### src/rtl/pipe_stage_chain_pkg.sv
// ---------------------------------------------------------------------------
// pipe_stage_chain_pkg
//   Shared helpers for the pipe_stage_chain slice.
//   clog2_f : constant-foldable ceil(log2(n)), never less than 1, so that it
//             is safe for sizing vector ports.
// ---------------------------------------------------------------------------
package pipe_stage_chain_pkg;

    function automatic int clog2_f(input int n);
        int r;
        int v;
        r = 0;
        v = n - 1;
        while (v > 0) begin
            r = r + 1;
            v = v >> 1;
        end
        return (r < 1) ? 1 : r;
    endfunction

endpackage

### src/rtl/pipe_stage_chain_stage.sv
// ---------------------------------------------------------------------------
// pipe_stage
//   One register stage of the chain with valid/ready flow control.
//   Ports:
//     clk, rst_n          clock, async active-low reset
//     flush               synchronous kill: clears valid, keeps data
//     up_valid, up_data   source (previous stage or chain input)
//     dn_ready            ready of the next stage (or chain out_ready)
//     rdy                 this stage can load this cycle (combinational)
//     valid_q, data_q     stage contents
// ---------------------------------------------------------------------------
module pipe_stage
    import pipe_stage_chain_pkg::*;
#(
    parameter int                  DATA_LEN = 32,
    parameter logic [DATA_LEN-1:0] RST_DATA = '0
) (
    input  logic                clk,
    input  logic                rst_n,
    input  logic                flush,
    input  logic                up_valid,
    input  logic [DATA_LEN-1:0] up_data,
    input  logic                dn_ready,
    output logic                rdy,
    output logic                valid_q,
    output logic [DATA_LEN-1:0] data_q
);

    logic                valid_d;
    logic [DATA_LEN-1:0] data_d;

    // An empty stage is always ready, which is what collapses bubbles.
    assign rdy = !valid_q || dn_ready;

    always_comb begin
        valid_d = valid_q;
        data_d  = data_q;
        if (flush) begin
            valid_d = 1'b0;
        end else if (rdy) begin
            valid_d = up_valid;
            // Only capture real payloads so bubbles do not toggle data.
            if (up_valid) begin
                data_d = up_data;
            end
        end
    end

    always_ff @(posedge clk or negedge rst_n) begin
        if (!rst_n) begin
            valid_q <= 1'b0;
            data_q  <= RST_DATA;
        end else begin
            valid_q <= valid_d;
            data_q  <= data_d;
        end
    end

endmodule

### src/rtl/pipe_stage_chain.sv
// ---------------------------------------------------------------------------
// pipe_stage_chain
//   DEPTH registered stages with valid/ready on both ends, bubble collapsing,
//   synchronous flush and a registered occupancy count.
//   Ports:
//     clk, rst_n                  clock, async active-low reset
//     flush                       kill all stages at the next edge
//     in_valid, in_ready, in_data upstream handshake
//     out_valid, out_ready, out_data downstream handshake
//     count                       number of valid stages, 0..DEPTH
//   Integration note: out_ready reaches in_ready through a combinational
//   ripple across all DEPTH stages; flush also gates in_ready/out_valid
//   combinationally. There is no in_valid -> out_valid path.
// ---------------------------------------------------------------------------
module pipe_stage_chain
    import pipe_stage_chain_pkg::*;
#(
    parameter int                  DATA_LEN = 32,
    parameter int                  DEPTH    = 2,
    parameter logic [DATA_LEN-1:0] RST_DATA = '0,
    localparam int                 CNT_W    = clog2_f(DEPTH + 1)
) (
    input  logic                clk,
    input  logic                rst_n,
    input  logic                flush,
    input  logic                in_valid,
    output logic                in_ready,
    input  logic [DATA_LEN-1:0] in_data,
    output logic                out_valid,
    input  logic                out_ready,
    output logic [DATA_LEN-1:0] out_data,
    output logic [CNT_W-1:0]    count
);

    // Each stage keeps its handshake signals local to its generate scope so
    // the ready ripple runs through distinct nets rather than one vector.
    for (genvar i = 0; i < DEPTH; i++) begin : stg
        logic                s_up_valid;
        logic [DATA_LEN-1:0] s_up_data;
        logic                s_dn_ready;
        logic                s_rdy;
        logic                s_valid;
        logic [DATA_LEN-1:0] s_data;

        if (i == 0) begin : g_src_in
            assign s_up_valid = in_valid;
            assign s_up_data  = in_data;
        end else begin : g_src_prev
            assign s_up_valid = stg[i-1].s_valid;
            assign s_up_data  = stg[i-1].s_data;
        end

        if (i == DEPTH - 1) begin : g_dn_out
            assign s_dn_ready = out_ready;
        end else begin : g_dn_next
            assign s_dn_ready = stg[i+1].s_rdy;
        end

        pipe_stage #(
            .DATA_LEN (DATA_LEN),
            .RST_DATA (RST_DATA)
        ) u_stage (
            .clk      (clk),
            .rst_n    (rst_n),
            .flush    (flush),
            .up_valid (s_up_valid),
            .up_data  (s_up_data),
            .dn_ready (s_dn_ready),
            .rdy      (s_rdy),
            .valid_q  (s_valid),
            .data_q   (s_data)
        );
    end

    assign in_ready  = stg[0].s_rdy && !flush;
    assign out_valid = stg[DEPTH-1].s_valid && !flush;
    assign out_data  = stg[DEPTH-1].s_data;

    // Occupancy tracked from the two handshakes; this equals the popcount
    // of the stage valids after the edge because beats are never dropped
    // or duplicated outside of flush.
    logic             accept;
    logic             emit;
    logic [CNT_W-1:0] count_d;
    logic [CNT_W-1:0] count_q;

    assign accept = in_valid && in_ready;
    assign emit   = out_valid && out_ready;

    always_comb begin
        count_d = count_q;
        if (flush) begin
            count_d = '0;
        end else if (accept && !emit) begin
            count_d = count_q + 1'b1;
        end else if (!accept && emit) begin
            count_d = count_q - 1'b1;
        end
    end

    always_ff @(posedge clk or negedge rst_n) begin
        if (!rst_n) begin
            count_q <= '0;
        end else begin
            count_q <= count_d;
        end
    end

    assign count = count_q;

endmodule

### config.mk
export PLATFORM = sky130hd
export DESIGN_NAME = pipe_stage_chain
export DESIGN_NICKNAME = d
export VERILOG_FILES = /design/src/rtl/pipe_stage_chain_pkg.sv /design/src/rtl/pipe_stage_chain_stage.sv /design/src/rtl/pipe_stage_chain.sv
export SDC_FILE = /design/constraint.sdc
export NUM_CORES = 1
export LEC_CHECK = 0
export ABC_CLOCK_PERIOD_IN_PS = 2200
export CAP_MARGIN = 10
export CORE_MARGIN = 3
export CORE_UTILIZATION = 52
export DETAILED_ROUTE_END_ITERATION = 16
export PLACE_DENSITY = 0.82
export SYNTH_ARGS = -nofsm -noshare
export SYNTH_HDL_FRONTEND = slang
export SYNTH_SLANG_ARGS = --single-unit
export TNS_END_PERCENT = 10
### constraint.sdc
create_clock -name clk -period 2.2 [get_ports clk]
set_clock_uncertainty 0.15 [all_clocks]
set_input_delay 0.33 -clock clk [delete_from_list [all_inputs] [get_ports clk]]
set_output_delay 0.33 -clock clk [all_outputs]
set_load 0.02 [all_outputs]
==> out/qor_table.md, run 1 <==
| Quantity | Value |
|:---|:---|
| Core Area | 5172 um^2 |
| Overall routed net length | 5330 um |
| Y dimension of the die | 79.66 um |
| Minimum period implied by the final worst setup slack | 2.071 ns |
| Area growth from synthesis to layout | 37.78% |
| # nets final | 287 |
| Type of element capturing the critical path | output port |
| Clock network fraction of design power | 24.9% |
| Top library cells by usage in the layout, fill and taps aside | sky130_fd_sc_hd__clkdlybuf4s50_1 (70), sky130_fd_sc_hd__dfrtp_1 (68), sky130_fd_sc_hd__mux2_4 (40), sky130_fd_sc_hd__mux2_1 (21), sky130_fd_sc_hd__clkbuf_8 (12) |
| Share of total power consumed by net switching | 28.15% |
| Global-route wire length before repair | 8832 um |
| Via count of the first global-routing pass | 1764 |
| Cell type with the largest total area after synthesis | sky130_fd_sc_hd__dfrtp_1 |
| Gp weighted congestion | 0.7869 |
| Number of iterations in the first detailed-routing pass | 2 |
| Static Leak | 1.811 nW |
| Clk sinks | 68 |
| Maximum number of pins on one net before global-route repair | 25 |
| Average instance area after synthesis | 17.31 um^2 |
| Count of buffers inserted at the top-level ports | 72 |
| Post-synthesis cell area | 2821 um^2 |
| Net count after synthesis | 200 |
| Count of final hold-check violations | 0 |
| Number of antenna violations at the first check in global routing | 0 |
| Number of cell rows | 26 |
| Post-detailed-route wirelength per cell | 16.40 um |
| Share of total power in combinational logic | 30.7% |
| Register clock-pin slew on the reported worst setup and hold paths | 0.07 ns |
| Antenna diode count | 0 |
| Area fraction of the dominant cell type after synthesis | 60.31% |
| Starting Density | 54.55% |
| Largest driver fanout on the critical path | 7 |
| Final setup violating endpoints | 0 |
| Internal power summed over all cells | 2.736 mW |
| Cell types occupying the most area after synthesis | sky130_fd_sc_hd__dfrtp_1 (60%), sky130_fd_sc_hd__mux2_4 (21%), sky130_fd_sc_hd__mux2_1 (8.4%) |
| Clock Tree Buf Depth | 2 |
| Number of nets with antenna violations after detailed routing | 0 |
| Cell chosen for the clock root | sky130_fd_sc_hd__clkbuf_8 |
| Part of the power in registers | 44.4% |
| Final routed DRC violation total | 0 |
| Fraction of final layout cells sized beyond drive strength 1 | 29.02% |
| Via density | 4.982 |
| H-tree depth | 3 |
| X dimension of the die | 79.66 um |
| Synthesized instance count | 163 |
| Final HPWL from detailed placement | 3871 um |
| Outcome | finished clean |
| Psw | 1.072 mW |
| Slew of the pin with the lowest slew margin | 0.5100 ns |
| Most common cell after layout, fill and taps aside | sky130_fd_sc_hd__clkdlybuf4s50_1 |
| Global Route Usage Sum | 18.89% |
| Kind of start point of the critical path | input port |
| Flip-flop and latch count after synthesis | 68 |
| Peak supply drop | 0.6388 mV |
| Period utilisation layout | 94.13% |
| Unrepaired setup endpoints after global routing | no |
| Worst setup path class | input port to output port |
| Clock tree from TritonCTS | built |
| Fraction of the core area covered by cells at the end of the flow | 75.16% |
| Number of distinct library cell variants in the gate-level netlist after synthesis | 23 |
| DIE AREA | 6346 um^2 |
| Sequential fraction of the synthesis area | 60.31% |
| Clock Latency Late Sink | 0.33 ns |
| Total Power Consumption | 3.808 mW |
| Top achievable clock speed | 482.9 MHz |
| Total I/O pin count | 73 |
| CTS buffer count | 9 |
| Number of maximum-capacitance constraint violations | 0 |
| Crit path DAT | 1.59 ns |
| Classification of the worst-slack hold path | input port to async pin |
| Overall overflow remaining after global route | 0 |
| Max_slew headroom | 66.00% |
| DRT iter0 DRCs | 66 |
| Yosys warning total | 0 |
| Required time reported for the critical path endpoint | 1.72 ns |
| Number of max-slew violations in the final report | 0 |
| Power Density | 979.6 nW/um^2 |
| Number of vias after detailed routing | 1619 |
[logic make-up (layout without fill, tap and decap cells)]
kind of cell    Yosys count  after routing  synth area share, %
flops                    68             68                60.31
mux                      65             65                31.26
simple gates             16             16                4.302
buf+inv                   8            100                2.705
compound gates            6              6                1.419
[cell type report]
type	instances	area, um^2
Clock buffer	13	168.9
Sequential cell	68	1702
Inverter	1	3.754
Tap cell	70	87.58
Clock inverter	3	20.02
Timing Repair Buffer	83	862.1
Fill cell	324	1285
Multi-Input combinational cell	87	1044
[path summary, 6_finish.rpt]
check	cells after the start	start	endpoint	slack, ns
min in group clk	1	stg[0].u_stage.data_q[1]$_DFFE_PN0P_	stg[0].u_stage.data_q[1]$_DFFE_PN0P_	0.34
hold / removal	2	rst_n	stg[1].u_stage.data_q[8]$_DFFE_PN0P_	0.34
max in group asynchronous	3	rst_n	stg[1].u_stage.data_q[28]$_DFFE_PN0P_	0.87
hold reg to reg	1	stg[0].u_stage.data_q[1]$_DFFE_PN0P_	stg[0].u_stage.data_q[1]$_DFFE_PN0P_	0.34
setup reg to reg	4	stg[1].u_stage.valid_q$_DFFE_PN0P_	stg[0].u_stage.data_q[13]$_DFFE_PN0P_	0.63
setup / recovery	3	flush	out_valid	0.13
[power by group through the flow]
stage / clock network, mW / logic [mW] / registers (mW)
2_1_floorplan: 0 / 0.407 / 1.91
3_3_place_gp: 0 / 1.16 / 1.70
3_5_place_dp: 0 / 1.18 / 1.71
4_1_cts: 0.977 / 1.19 / 1.69
5_1_grt: 1.04 / 1.24 / 1.73
6_report: 0.949 / 1.17 / 1.69
[flip-flops by register name (all words and copies together) (netlist names)]
name,cells
count,2
stg.u_stage.data_q,64
stg.u_stage.valid_q,2
[stage by stage]
step	cells	cell area (um^2)	hold slack (ns)	setup TNS (ns)	worst slack (ns)
finish	325	3887	0.3401	0	0.1292
detailed placement	308	3690	0.1813	-0.01398	-0.01398
floorplan	163	2821	-0.1156	0	0.7456
global placement	308	3690	0.1781	0	0.04652
global route	325	3887	0.3675	0	0.01540
CTS	325	3887	0.3458	0	0.1121
[critical path, stage by stage]
cell,delay [ns]
sky130_fd_sc_hd__clkdlybuf4s50_1,0.50
sky130_fd_sc_hd__nor2b_1,0.15
sky130_fd_sc_hd__clkdlybuf4s50_1,0.61
[per-layer routing]
| layer | part of all wire [%] | track usage (%) | vias to the layer above |
|---|---|---|---|
| met3 | 4.7 | 5.418 | 7 |
| met2 | 49 | 29.13 | 46 |
| met1 | 45 | 25.28 | 816 |
| met4 | 1.5 | 7.216 | 0 |
| met5 | 0 | 0 | - |
| li1 | - | - | 750 |
[Yosys cell counts]
master,count
sky130_fd_sc_hd__and2b_1,1
sky130_fd_sc_hd__nand2_2,1
sky130_fd_sc_hd__mux2_2,4
sky130_fd_sc_hd__nor2b_1,2
sky130_fd_sc_hd__mux2_1,21
sky130_fd_sc_hd__a22oi_1,1
sky130_fd_sc_hd__o211ai_1,1
sky130_fd_sc_hd__nor2_1,4
sky130_fd_sc_hd__and3b_1,3
sky130_fd_sc_hd__a21boi_0,1
sky130_fd_sc_hd__inv_1,1
sky130_fd_sc_hd__dfrtp_1,68
sky130_fd_sc_hd__buf_2,1
sky130_fd_sc_hd__buf_6,6
sky130_fd_sc_hd__nor3b_1,1
sky130_fd_sc_hd__a21oi_1,1
sky130_fd_sc_hd__nand2b_2,1
sky130_fd_sc_hd__nand3b_2,1
sky130_fd_sc_hd__mux2_4,40
sky130_fd_sc_hd__o21ai_0,1
sky130_fd_sc_hd__a211oi_1,1
sky130_fd_sc_hd__nand2b_1,1
sky130_fd_sc_hd__nand3b_4,1
[repair_timing]
item	4_1_cts	5_1_grt
hold buffers	1	0
endpoints found under the hold margin	21	0
gates resized for setup	1	0
endpoints found under the setup margin	1	0
setup buffers	0	0
No activity file was read; power rests on OpenSTA's default activity.
==> inputs of run 2 (changes only) <==
- CORE_UTILIZATION: 52 -> 44
- PLACE_DENSITY: 0.82 -> 0.71
==> out/qor_table.md, run 2 (same netlist as run 1, synthesis figures left out) <==
| Quantity | Value |
|:---|:---|
| Global Route Usage Sum | 15.74% |
| Worst path setup slack after routing | 0.1341 ns |
| Part of the power in registers | 42.5% |
| Power Density | 1021 nW/um^2 |
| Type of element capturing the critical path | output port |
| Uppermost layer routed | met4 |
| Worst Hold Endpoint | stg[0].u_stage.data_q[14]$_DFFE_PN0P_ |
| Clk sinks | 68 |
| Clock Tree Buf Depth | 2 |
| Most common cell after layout, fill and taps aside | sky130_fd_sc_hd__clkdlybuf4s50_1 |
| Gp weighted congestion | 0.6737 |
| Endpoint of the worst register-to-register path | stg[0].u_stage.data_q[20]$_DFFE_PN0P_ |
| Wire length the detailed router placed on met1 | 2388 um |
| Clock network fraction of design power | 28.5% |
| Period utilisation layout | 93.91% |
| Top reg by flops | stg.u_stage.data_q |
| CTS buffer count | 9 |
| Post-detailed-placement cell area | 3669 um^2 |
| Final setup TNS | 0 ns |
| Number of fillers in the final layout | 452 |
| Number of maximum-capacitance constraint violations | 0 |
| Y dimension of the die | 86.08 um |
| # nets final | 285 |
| Kind of start point of the critical path | flop |
| DIE AREA | 7409 um^2 |
| Overall overflow remaining after global route | 0 |
| Summed area of non-filler cells in the final layout | 3901 um^2 |
| Area growth from synthesis to layout | 38.27% |
| Final setup violating endpoints | 0 |
| Share of total power in combinational logic | 29.0% |
| Start of the worst register-to-register path | stg[1].u_stage.valid_q$_DFFE_PN0P_ |
| Multi-input gate area | 1044 um^2 |
| DRT iter0 DRCs | 48 |
| Clock tree from TritonCTS | built |
| Register-to-register setup slack | 0.66 ns |
| Number of nets with antenna violations after detailed routing | 0 |
| Via density | 4.854 |
| Fraction of final layout cells sized beyond drive strength 1 | 28.85% |
| Psw | 1.105 mW |
| X dimension of the die | 86.08 um |
| Antenna diode count | 0 |
| Depth of the worst register-to-register path | 4 |
| Top library cells by usage in the layout, fill and taps aside | sky130_fd_sc_hd__clkdlybuf4s50_1 (70), sky130_fd_sc_hd__dfrtp_1 (68), sky130_fd_sc_hd__mux2_4 (40), sky130_fd_sc_hd__mux2_1 (21), sky130_fd_sc_hd__clkbuf_8 (9) |
| Count of final hold-check violations | 0 |
| Core Area | 6061 um^2 |
| Post-detailed-route wirelength per cell | 15.82 um |
| Setup repair bufs after CTS | 0 |
| H-tree depth | 3 |
| Clock Latency Late Sink | 0.34 ns |
| Top achievable clock speed | 484.0 MHz |
| Outcome | finished clean |
| Sequential Area | 1702 um^2 |
| Number of iterations in the first detailed-routing pass | 4 |
| Final routed DRC violation total | 0 |
| Peak supply drop | 0.6361 mV |
| Number of standard cells in the final layout excluding fillers | 328 |
| Post-Place Setup Slack | 0.03257 ns |
| Classification of the worst-slack hold path | flop to flop |
| Global-route wire length before repair | 8783 um |
| Maximum number of pins on one net before global-route repair | 43 |
| Number of vias after detailed routing | 1592 |
| Worst setup path class | flop to output port |
| Number of cell rows | 28 |
| Wire length on met3 | 362 um |
| Via count of the first global-routing pass | 1758 |
| Number of max-slew violations in the final report | 0 |
| Register clock-pin slew on the reported worst setup and hold paths | 0.07 ns |
| Minimum period implied by the final worst setup slack | 2.066 ns |
| Placed Cells | 311 |
| Final HPWL from detailed placement | 3687 um |
| Total I/O pin count | 73 |
| Static Leak | 1.816 nW |
| Depth of the worst hold-timing path | 1 |
| Worst Hold Margin | 0.3436 ns |
| Share of total power consumed by net switching | 27.75% |
| Internal power summed over all cells | 2.877 mW |
| Starting Density | 46.55% |
| DR WL met2 | 2352 um |
| Required time reported for the critical path endpoint | 1.72 ns |
| Number of flip-flops under the largest register name | 64 |
| Overall routed net length | 5190 um |
| Crit path DAT | 1.59 ns |
| Slew of the pin with the lowest slew margin | 0.6175 ns |
| Cell chosen for the clock root | sky130_fd_sc_hd__clkbuf_8 |
| Max_slew headroom | 58.83% |
| Count of buffers inserted at the top-level ports | 72 |
| Number of antenna violations at the first check in global routing | 0 |
| Largest driver fanout on the critical path | 7 |
| Unrepaired setup endpoints after global routing | no |
| Worst Min Path Start | stg[0].u_stage.data_q[14]$_DFFE_PN0P_ |
run 2: cell count changes in the layout (fill, tap and decap cells not counted):
cell and delta:
sky130_fd_sc_hd__buf_12 -1, sky130_fd_sc_hd__buf_4 -1, sky130_fd_sc_hd__bufinv_16 +2, sky130_fd_sc_hd__clkbuf_1 -1
sky130_fd_sc_hd__clkbuf_8 -3, sky130_fd_sc_hd__clkinv_4 +3, sky130_fd_sc_hd__clkinvlp_4 -2, sky130_fd_sc_hd__inv_6 +1
run 2: how the worst max path moves through the flow:
stage | slack [ns] | startpoint | to
finish | 0.13 | stg[1].u_stage.valid_q$_DFFE_PN0P_ | out_valid
global route | 0.05 | stg[1].u_stage.valid_q$_DFFE_PN0P_ | out_valid
CTS | 0.11 | stg[1].u_stage.valid_q$_DFFE_PN0P_ | out_valid
detailed placement | 0.03 | out_ready | in_ready
global placement | 0.05 | out_ready | in_ready
floorplan | 0.75 | count[0]$_DFFE_PN0P_ | count[1]$_DFFE_PN0P_
run 2: critical path, stage by stage (launching register included):
cell	delay, ns
sky130_fd_sc_hd__dfrtp_1	0.47
sky130_fd_sc_hd__nor2b_1	0.17
sky130_fd_sc_hd__clkdlybuf4s50_1	0.61
run 2: area by class of cell:
| type | instances | area share, % |
|---|---|---|
| Clock buffer | 9 | 3.175 |
| Clock inverter | 7 | 2.566 |
| Multi-Input combinational cell | 87 | 26.75 |
| Tap cell | 75 | 2.405 |
| Inverter | 1 | 0.09622 |
| Timing Repair Buffer | 81 | 21.39 |
| Sequential cell | 68 | 43.62 |
run 2: layer usage:
metal	global-route usage [%]	up-vias
li1	-	750
met1	20.63	783
met2	23.34	49
met3	6.436	10
met4	6.043	0
met5	0	-
run 2: power groups by stage:
stage / clock [mW] / sequential [mW] / combinational (mW)
after floorplan: 0 / 1.91 / 0.407
after detailed placement: 0 / 1.72 / 1.17
after global routing: 1.23 / 1.73 / 1.22
final: 1.13 / 1.69 / 1.15
after CTS: 1.17 / 1.70 / 1.17
after global placement: 0 / 1.71 / 1.15
run 2: repair_timing:
action                                 CTS  global route
endpoints found under the hold margin   26             0
resized for setup                        1             0
hold buffers                             1             0
setup endpoints to repair                1             0
run 2: per-stage QoR:
| stage | power (mW) | util [%] |
|---|---|---|
| after detailed placement | 2.886 | 60.53 |
| after global placement | 2.857 | 60.53 |
| after global routing | 4.185 | 64.37 |
| after CTS | 4.038 | 64.37 |
| after floorplan | 2.319 | - |
| final | 3.981 | 64.37 |
==> inputs of run 3 (changes only) <==
- ABC_CLOCK_PERIOD_IN_PS: 2200 -> 1700
- PLACE_DENSITY: 0.71 -> 0.74
- clock period: 2.2 -> 1.7 ns (I/O delays scaled with it)
==> out/qor_table.md, run 3 (same netlist as run 1, synthesis figures left out) <==
| Quantity | Value |
|:---|:---|
| Peak supply drop | 0.7211 mV |
| Cell chosen for the clock root | sky130_fd_sc_hd__clkbuf_8 |
| Post-Place Setup Slack | -0.3093 ns |
| Final setup violating endpoints | 0 |
| Power Density | 1299 nW/um^2 |
| Fraction of final layout cells sized beyond drive strength 1 | 30.62% |
| CTS buffer count | 9 |
| Outcome | finished clean |
| Overall routed net length | 5320 um |
| Number of maximum-capacitance constraint violations | 0 |
| Starting Density | 46.55% |
| Count of buffers inserted at the top-level ports | 72 |
| Worst path setup slack after routing | 0.04804 ns |
| Setup repair bufs after CTS | 0 |
| Register-to-register setup slack | 0.12 ns |
| Number of nets with antenna violations after detailed routing | 0 |
| H-tree depth | 3 |
| Worst Hold Margin | 0.2876 ns |
| Static Leak | 1.913 nW |
| Clock tree from TritonCTS | built |
| Clk sinks | 68 |
| Top reg by flops | stg.u_stage.data_q |
| Classification of the worst-slack hold path | input port to async pin |
| Global Route Usage Sum | 15.97% |
| Post-detailed-route wirelength per cell | 15.98 um |
| Number of vias after detailed routing | 1624 |
| Core Area | 6061 um^2 |
| Depth of the worst register-to-register path | 5 |
| Via count of the first global-routing pass | 1764 |
| Crit path DAT | 1.73 ns |
| Gp weighted congestion | 0.7617 |
| Start of the worst register-to-register path | stg[1].u_stage.valid_q$_DFFE_PN0P_ |
| Kind of start point of the critical path | input port |
| Fraction of the core area covered by cells at the end of the flow | 64.78% |
| Final routed DRC violation total | 0 |
| Type of element capturing the critical path | flop |
| Global-route wire length before repair | 8914 um |
| DRT iter0 DRCs | 68 |
| Number of standard cells in the final layout excluding fillers | 333 |
| Number of iterations in the first detailed-routing pass | 4 |
| Endpoint of the worst register-to-register path | stg[0].u_stage.data_q[20]$_DFFE_PN0P_ |
| Total Power Consumption | 5.102 mW |
| Number of max-slew violations in the final report | 0 |
| Top library cells by usage in the layout, fill and taps aside | sky130_fd_sc_hd__dfrtp_1 (68), sky130_fd_sc_hd__mux2_4 (40), sky130_fd_sc_hd__clkdlybuf4s50_1 (35), sky130_fd_sc_hd__dlygate4sd2_1 (34), sky130_fd_sc_hd__mux2_1 (21) |
| X dimension of the die | 86.08 um |
| DIE AREA | 7409 um^2 |
| Total I/O pin count | 73 |
| Register clock-pin slew on the reported worst setup and hold paths | 0.08 ns |
| Placed Cells | 317 |
| Largest driver fanout on the critical path | 15 |
| Overall overflow remaining after global route | 0 |
| Required time reported for the critical path endpoint | 1.77 ns |
| Top achievable clock speed | 605.3 MHz |
| Area growth from synthesis to layout | 39.16% |
| Period utilisation layout | 97.17% |
| Max_slew headroom | 76.14% |
| Number of antenna violations at the first check in global routing | 0 |
| Clock Tree Buf Depth | 2 |
| Clock Latency Late Sink | 0.34 ns |
| Count of final hold-check violations | 0 |
| Number of flip-flops under the largest register name | 64 |
| Number of cell rows | 28 |
| Worst setup path class | input port to flop |
| Maximum number of pins on one net before global-route repair | 69 |
| Final HPWL from detailed placement | 3694 um |
| Antenna diode count | 0 |
| Most common cell after layout, fill and taps aside | sky130_fd_sc_hd__dfrtp_1 |
| Y dimension of the die | 86.08 um |
| Via density | 4.877 |
| Minimum period implied by the final worst setup slack | 1.652 ns |
| # nets final | 291 |
| Slew of the pin with the lowest slew margin | 0.3580 ns |
| Unrepaired setup endpoints after global routing | no |
==> run 3: cell types whose count changed in the layout (fill, tap and decap cells not counted), sizes merged, moves of 2 or more <==
| cell | change |
|---|---|
| clkinvlp | +2 |
| buf | +6 |
| dlygate4sd2 | +33 |
| clkinv | -3 |
| clkdlybuf4s50 | -35 |
==> run 3: layout make-up <==
class,count,area (um^2)
Fill cell,470,2135
Clock inverter,6,113.9
Clock buffer,9,123.9
Sequential cell,68,1702
Timing Repair Buffer,87,845.8
Tap cell,75,93.84
Multi-Input combinational cell,87,1044
Inverter,1,3.754
==> run 3: worst max path at each step <==
| stage | startpoint | end | slack, ns |
|---|---|---|---|
| 2_1_floorplan | count[0]$_DFFE_PN0P_ | count[1]$_DFFE_PN0P_ | 0.25 |
| 3_3_place_gp | out_ready | in_ready | -0.30 |
| 3_5_place_dp | out_ready | stg[0].u_stage.data_q[20]$_DFFE_PN0P_ | -0.31 |
| 4_1_cts | stg[1].u_stage.valid_q$_DFFE_PN0P_ | in_ready | -0.06 |
| 5_1_grt | stg[1].u_stage.valid_q$_DFFE_PN0P_ | out_valid | 0.007 |
| 6_report | out_ready | stg[0].u_stage.data_q[20]$_DFFE_PN0P_ | 0.05 |
==> run 3: per-stage QoR <==
step	TNS [ns]	cell area, um^2
3_3_place_gp	-14.61	3726
6_report	0	3926
5_1_grt	0	3926
3_5_place_dp	-17.12	3726
2_1_floorplan	0	2821
4_1_cts	-0.05903	3930
==> run 3: repair_timing <==
action / 4_1_cts / 5_1_grt
hold buffers: 1 / 0
gates resized for setup: 37 / 2
cloned: 0 / 0
endpoints found under the hold margin: 68 / 0
endpoints found under the setup margin: 36 / 2
==> run 3: worst max-delay path, cell delays in order <==
cell and delay, ns:
sky130_fd_sc_hd__clkdlybuf4s50_1 0.42, sky130_fd_sc_hd__buf_4 0.16, sky130_fd_sc_hd__nand3b_2 0.23, sky130_fd_sc_hd__nand2_2 0.14, sky130_fd_sc_hd__buf_12 0.18, sky130_fd_sc_hd__mux2_1 0.34
==> run 3: metal layers <==
metal | part of all wire [%] | track usage [%]
met2 | 47 | 22.85
met1 | 46 | 21.85
met3 | 5.9 | 6.340
met4 | 1.1 | 6.043
met5 | 0 | 0
==> run 3: power breakdown <==
part	switching, mW	internal [mW]	total, mW
registers	0.198	1.98	2.17
clock network	0.617	0.968	1.58
logic	0.594	0.748	1.34
total	1.41	3.69	5.10
